`config.mk`:
```
export PLATFORM = sky130hd
export DESIGN_NAME = rob_alloc_ctrl
export DESIGN_NICKNAME = d
export VERILOG_FILES = /design/src/rtl/rob_alloc_ctrl.sv
export SDC_FILE = /design/constraint.sdc
export NUM_CORES = 1
export LEC_CHECK = 0
export ABC_AREA = 1
export CAP_MARGIN = 25
export CORE_MARGIN = 2
export CORE_UTILIZATION = 30
export CTS_CLUSTER_SIZE = 12
export DETAILED_ROUTE_END_ITERATION = 8
export HOLD_SLACK_MARGIN = 0.05
export PLACE_DENSITY = 0.62
export SYNTH_ARGS = -nofsm -noshare
export SYNTH_HDL_FRONTEND = slang
export SYNTH_SLANG_ARGS = --single-unit
```
`constraint.sdc`:
```
create_clock -name clk -period 2.6 [get_ports clk]
set_input_delay 0.26 -clock clk [delete_from_list [all_inputs] [get_ports clk]]
set_output_delay 0.26 -clock clk [all_outputs]
set_load 0.01 [all_outputs]
```
`src/rtl/rob_alloc_ctrl.sv`:
```
// Reorder-buffer pointer and allocation controller.
// Owns the circular head/tail pointers, hands out up to two ROB ids per cycle,
// retires up to two entries per cycle and recovers the ROB on a full flush.
// Pointers carry one extra wrap bit so that full and empty are distinguishable.
module rob_alloc_ctrl #(
   parameter int unsigned ROB_WIDTH = 4
) (
   input  logic                 clk,
   input  logic                 reset,
   input  logic                 alloc0_valid,
   input  logic                 alloc1_valid,
   output logic [ROB_WIDTH:0]   alloc0_robid,
   output logic [ROB_WIDTH:0]   alloc1_robid,
   output logic [1:0]           rob_left,
   input  logic                 commit0_valid,
   input  logic                 commit1_valid,
   input  logic                 flush_valid,
   output logic [ROB_WIDTH:0]   head_robid,
   output logic [ROB_WIDTH:0]   tail_robid,
   output logic [ROB_WIDTH:0]   free_count,
   output logic                 rob_empty,
   output logic                 rob_full,
   output logic                 alloc_err,
   output logic                 commit_err
);

   localparam int unsigned     DEPTH     = 2 ** ROB_WIDTH;
   localparam logic [ROB_WIDTH:0] DEPTH_CNT = (ROB_WIDTH + 1)'(DEPTH);
   localparam logic [ROB_WIDTH:0] LEFT_SAT  = (ROB_WIDTH + 1)'(3);

   // Registered state
   logic [ROB_WIDTH:0] head_q, head_d;
   logic [ROB_WIDTH:0] tail_q, tail_d;
   logic               alloc_err_q, alloc_err_d;
   logic               commit_err_q, commit_err_d;

   // Derived occupancy and request decode
   logic [ROB_WIDTH:0] occupancy;
   logic [ROB_WIDTH:0] n_alloc;
   logic [ROB_WIDTH:0] n_commit;
   logic               alloc_ok;
   logic               commit_form_ok;
   logic               commit_ok;
   logic [ROB_WIDTH:0] head_commit;

   // Occupancy, free space and status flags come only from registered pointers,
   // so commits in this cycle never free space for allocations in this cycle.
   always_comb begin
      occupancy  = tail_q - head_q;
      free_count = DEPTH_CNT - occupancy;
      rob_empty  = (head_q == tail_q);
      rob_full   = (head_q[ROB_WIDTH-1:0] == tail_q[ROB_WIDTH-1:0]) &&
                   (head_q[ROB_WIDTH] != tail_q[ROB_WIDTH]);
      rob_left   = (free_count >= LEFT_SAT) ? 2'd3 : free_count[1:0];
   end

   // Compacted id hand-out: slot 1 takes the first id when slot 0 is idle.
   always_comb begin
      alloc0_robid = tail_q;
      alloc1_robid = alloc0_valid ? (tail_q + 1'b1) : tail_q;
      head_robid   = head_q;
      tail_robid   = tail_q;
   end

   // Request legality checks for allocation and commit.
   always_comb begin
      n_alloc        = (ROB_WIDTH + 1)'(alloc0_valid) + (ROB_WIDTH + 1)'(alloc1_valid);
      n_commit       = (ROB_WIDTH + 1)'(commit0_valid) + (ROB_WIDTH + 1)'(commit1_valid);
      alloc_ok       = (n_alloc <= free_count);
      // Commit retires in order from head: slot 1 alone would skip the oldest.
      commit_form_ok = commit0_valid || !commit1_valid;
      commit_ok      = commit_form_ok && (n_commit <= occupancy);
      head_commit    = commit_ok ? (head_q + n_commit) : head_q;
   end

   // Next-state: commits always apply; flush collapses tail onto the new head
   // and discards any same-cycle allocation without flagging it.
   always_comb begin
      head_d       = head_commit;
      tail_d       = tail_q;
      alloc_err_d  = alloc_err_q;
      commit_err_d = commit_err_q;

      if (!commit_ok) begin
         commit_err_d = 1'b1;
      end

      if (flush_valid) begin
         tail_d = head_commit;
      end else if (alloc_ok) begin
         tail_d = tail_q + n_alloc;
      end else begin
         alloc_err_d = 1'b1;
      end
   end

   // State register with synchronous reset overriding all requests.
   always_ff @(posedge clk) begin
      if (reset) begin
         head_q       <= '0;
         tail_q       <= '0;
         alloc_err_q  <= 1'b0;
         commit_err_q <= 1'b0;
      end else begin
         head_q       <= head_d;
         tail_q       <= tail_d;
         alloc_err_q  <= alloc_err_d;
         commit_err_q <= commit_err_d;
      end
   end

   // Sticky error outputs
   always_comb begin
      alloc_err  = alloc_err_q;
      commit_err = commit_err_q;
   end

endmodule

```
==> metrics.txt <==
# TYPE chip_impl_metric gauge
chip_impl_info{name="clk_root_buffer_cell",value="sky130_fd_sc_hd__clkbuf_8"} 1
chip_impl_metric{name="dp_hpwl",unit="um"} 2930
chip_impl_info{name="slowest_stage",value="sky130_fd_sc_hd__fa_1"} 1
chip_impl_metric{name="cts.sinks",unit=""} 12
chip_impl_metric{name="clockBufferDepth",unit=""} 2
chip_impl_metric{name="grt_start_max_net_pins",unit=""} 10
chip_impl_metric{name="maxCapViolations",unit=""} 0
chip_impl_metric{name="grt_usage",unit=""} 0.139
chip_impl_metric{name="fin_setup_tns",unit="ns"} 0
chip_impl_metric{name="clock_insertion_delay_worst_skew",unit="ns"} 0.24
chip_impl_metric{name="design.final.nets",unit=""} 301
chip_impl_metric{name="number_of_global_route_vias_before_repair",unit=""} 1221
chip_impl_metric{name="layout_worst_path_cycle_share",unit=""} 0.986
chip_impl_metric{name="critical_path.max_stage_delay",unit="ns"} 0.48
chip_impl_info{name="synth.cells.most_frequent",value="sky130_fd_sc_hd__inv_1 (43), sky130_fd_sc_hd__nand2_1 (43), sky130_fd_sc_hd__nand3_1 (23), sky130_fd_sc_hd__ha_1 (18)"} 1
chip_impl_metric{name="final_layout_size_suffix_gt1_frac",unit=""} 0.261
chip_impl_metric{name="multi_input_area",unit="sq um"} 1070
chip_impl_metric{name="timing.hold.worst_path_depth",unit=""} 2
chip_impl_metric{name="num_rows",unit=""} 25
chip_impl_metric{name="synth-seq-area-share",unit=""} 0.168
chip_impl_metric{name="drc",unit=""} 0
chip_impl_metric{name="detail-route-antenna-nets",unit=""} 0
chip_impl_metric{name="floorplan.die.height",unit="um"} 73.0
chip_impl_metric{name="critPathMaxFanout",unit=""} 8
chip_impl_metric{name="antenna_found_initial",unit=""} 0
chip_impl_metric{name="max-slew-margin-rel",unit=""} 0.713
chip_impl_metric{name="worst_slew_pin_slew",unit="ns"} 0.429
chip_impl_metric{name="yosysTopAreaCellShare",unit=""} 0.168
chip_impl_metric{name="synthCells",unit=""} 213
chip_impl_metric{name="initial_core_utilization",unit=""} 0.307
chip_impl_metric{name="wire_length_of_the_first_global_routing_pass",unit="um"} 5860
chip_impl_metric{name="final.setup_skew",unit="ns"} 0.00293
chip_impl_metric{name="synth-warning-count",unit=""} 0
chip_impl_metric{name="achievable-frequency",unit="GHz"} 0.390
chip_impl_metric{name="cp.arrival",unit="ns"} 2.71
chip_impl_metric{name="detailedRoute.firstPassIterationCount",unit=""} 4
chip_impl_info{name="run_status",value="finished clean"} 1
chip_impl_metric{name="areaGrowthSynthToFinish",unit="%"} 50.8
chip_impl_metric{name="fp.dieArea",unit="sq um"} 5340
chip_impl_info{name="hold_path_end",value="alloc_err"} 1
chip_impl_metric{name="postSynthAreaPerCell",unit="sq um"} 6.71
chip_impl_metric{name="yosys.cell_types.count",unit=""} 28
chip_impl_info{name="cts_tree",value="yes"} 1
chip_impl_metric{name="clkTransAtPathRegs",unit="ns"} 0.06
chip_impl_metric{name="r2r_slack",unit="ns"} 0.04
chip_impl_info{name="grt_setup_unrepaired",value="true"} 1
chip_impl_metric{name="core_area",unit="sq um"} 4660
chip_impl_metric{name="viasPerCell",unit=""} 4.49
chip_impl_metric{name="final_cell_area",unit="sq um"} 2160
chip_impl_metric{name="postCtsHoldBufs",unit=""} 0
chip_impl_info{name="yosys.area.top_type",value="sky130_fd_sc_hd__dfxtp_1"} 1
chip_impl_metric{name="setup_viol",unit=""} 0
chip_impl_info{name="worst_r2r_src",value="alloc0_robid[0]"} 1
chip_impl_info{name="min_path_type",value="reg2reg"} 1
chip_impl_metric{name="drv_slew",unit=""} 0
chip_impl_metric{name="critical_path_buf_inv_count",unit=""} 5
chip_impl_metric{name="worst-r2r-cell-count",unit=""} 15
chip_impl_info{name="setup.worst_path.class",value="reg2reg"} 1
chip_impl_metric{name="number_of_enable_type_register_cells_in_the_synthesized_netlist",unit=""} 0
chip_impl_metric{name="period_needed",unit="ns"} 2.56
chip_impl_metric{name="route.final.wire_length",unit="um"} 3600
chip_impl_metric{name="port_buffers",unit=""} 37
chip_impl_metric{name="fill_cells",unit=""} 485
chip_impl_metric{name="syn-cell-area",unit="sq um"} 1430
chip_impl_metric{name="overflow",unit=""} 0
chip_impl_metric{name="die_w",unit="um"} 73.0
chip_impl_info{name="post_synth_main_area_contributors",value="sky130_fd_sc_hd__dfxtp_1 (17%), sky130_fd_sc_hd__ha_1 (16%), sky130_fd_sc_hd__inv_1 (11%)"} 1
chip_impl_info{name="r2r_end",value="alloc0_robid[1]"} 1
chip_impl_metric{name="fin_hold_ws",unit="ns"} 0.453
chip_impl_metric{name="synthArstFlopShare",unit=""} 0
chip_impl_metric{name="route.vias.total",unit=""} 1463
chip_impl_metric{name="placed_cell_area",unit="sq um"} 2030
chip_impl_metric{name="i_o_pins",unit=""} 38
chip_impl_info{name="crit_chain",value="inv_2 -> ha_4 -> inv_2 -> fa_1 -> inv_2 -> ha_4 -> inv_4 -> ha_4 -> a21oi_4 -> a211oi_4 -> nand3_4 -> nor2_1 -> nor2_1 -> nand2_1 -> inv_1"} 1
chip_impl_info{name="setup.worst_path.start_class",value="register"} 1
chip_impl_metric{name="synth-seq-cells",unit=""} 12
chip_impl_info{name="min_from",value="alloc_err"} 1
chip_impl_info{name="critical_path.endpoint_type",value="register"} 1
chip_impl_metric{name="antenna_cells",unit=""} 0
chip_impl_metric{name="cts-htree-levels",unit=""} 1
chip_impl_metric{name="critical_path_required",unit="ns"} 2.75
chip_impl_metric{name="finalWeightedCongestion",unit=""} 0.828
chip_impl_info{name="yosys_most_used_dff",value="sky130_fd_sc_hd__dfxtp_1"} 1
chip_impl_metric{name="synth_fp_nets",unit=""} 241
chip_impl_metric{name="drt_iter0_drc",unit=""} 93
chip_impl_metric{name="cts_buffer_count",unit=""} 3
chip_impl_metric{name="ff_latch_area",unit="sq um"} 245
chip_impl_metric{name="wl_per_cell",unit="um"} 11.0
chip_impl_metric{name="final_hold_violations",unit=""} 0
chip_impl_info{name="kind_of_cell_with_the_highest_combined_delay_on_the_critical_path",value="adder cells"} 1
-- per-layer routing --
layer | track usage | share of wire
met4 | 0.0123 | 0.0028
met2 | 0.205 | 0.44
met3 | 0.0276 | 0.041
met5 | 0 | 0
met1 | 0.215 | 0.51
-- cell type report --
class | count | area share
clock buffers | 4 | 0.0255
flip-flops and latches | 12 | 0.114
multi-input cells | 148 | 0.498
well taps | 54 | 0.0313
inverters | 46 | 0.0812
repair buffers | 62 | 0.251
-- how the worst max path moves through the flow --
stage,slack [ns],end,from,cells past startpoint
2_1_floorplan,0.01,alloc0_robid[0],alloc0_robid[0],15
3_3_place_gp,-0.03,alloc0_robid[4],commit0_valid,13
3_5_place_dp,-0.04,alloc0_robid[4],commit0_valid,13
4_1_cts,0.03,rob_left[1],alloc0_robid[0],15
5_1_grt,-0.06,alloc0_robid[0],alloc0_robid[0],15
6_report,0.04,alloc0_robid[1],alloc0_robid[0],15
-- worst reg2reg max path: stages (launching register included) --
cell	delay (ns)
sky130_fd_sc_hd__dfxtp_4	0.34
sky130_fd_sc_hd__inv_2	0.05
sky130_fd_sc_hd__ha_4	0.12
sky130_fd_sc_hd__inv_2	0.03
sky130_fd_sc_hd__fa_1	0.48
sky130_fd_sc_hd__inv_2	0.06
sky130_fd_sc_hd__ha_4	0.29
sky130_fd_sc_hd__inv_4	0.04
sky130_fd_sc_hd__ha_4	0.28
sky130_fd_sc_hd__a21oi_4	0.06
sky130_fd_sc_hd__a211oi_4	0.26
sky130_fd_sc_hd__nand3_4	0.16
sky130_fd_sc_hd__nor2_1	0.12
sky130_fd_sc_hd__nor2_1	0.05
sky130_fd_sc_hd__nand2_1	0.08
sky130_fd_sc_hd__inv_1	0.03
-- layout by cell type, fill, tap and decap left out, drive strengths merged --
master         count
clkbuf             7
clkdlybuf4s50     32
or2                2
o21bai             1
dfxtp             12
nor3               3
a211oi             1
nor2              16
dlygate4sd2        2
nand2             49
nand4              5
fa                 3
nand3             25
o21ai              3
xnor2              1
a21oi             13
xor2               8
inv               46
buf               25
ha                18
-- kinds of logic after synthesis --
kind of cell	after synthesis	share of synthesized area
simple gates	100	0.349
xor+xnor	9	0.0551
fa+ha+maj	21	0.199
flops	12	0.168
buf+inv	53	0.154
compound gates	18	0.0744
-- metrics by stage --
step                worst slack [ns]  utilization  cells
floorplan                     0.0118            -    213
global placement             -0.0314        0.436    319
detailed placement           -0.0413        0.436    319
CTS                           0.0286        0.458    325
global route                 -0.0629        0.463    326
finish                        0.0376        0.463    326
-- flip-flops by register name, indices dropped and copies added, names as in the netlist --
name	flops
alloc0_robid	5
alloc_err	1
commit_err	1
head_robid	5
-- what timing repair did --
action | in CTS | in global routing
resized for setup | 15 | 11
buffers inserted | 3 | 1
endpoints found under the hold margin | 0 | 0
pin swaps | 11 | 12
setup endpoints to repair | 6 | 10
Power is left out: the tool's default activity adds up to more than one toggle a clock period on the data nets, which glitch-free logic cannot reach.
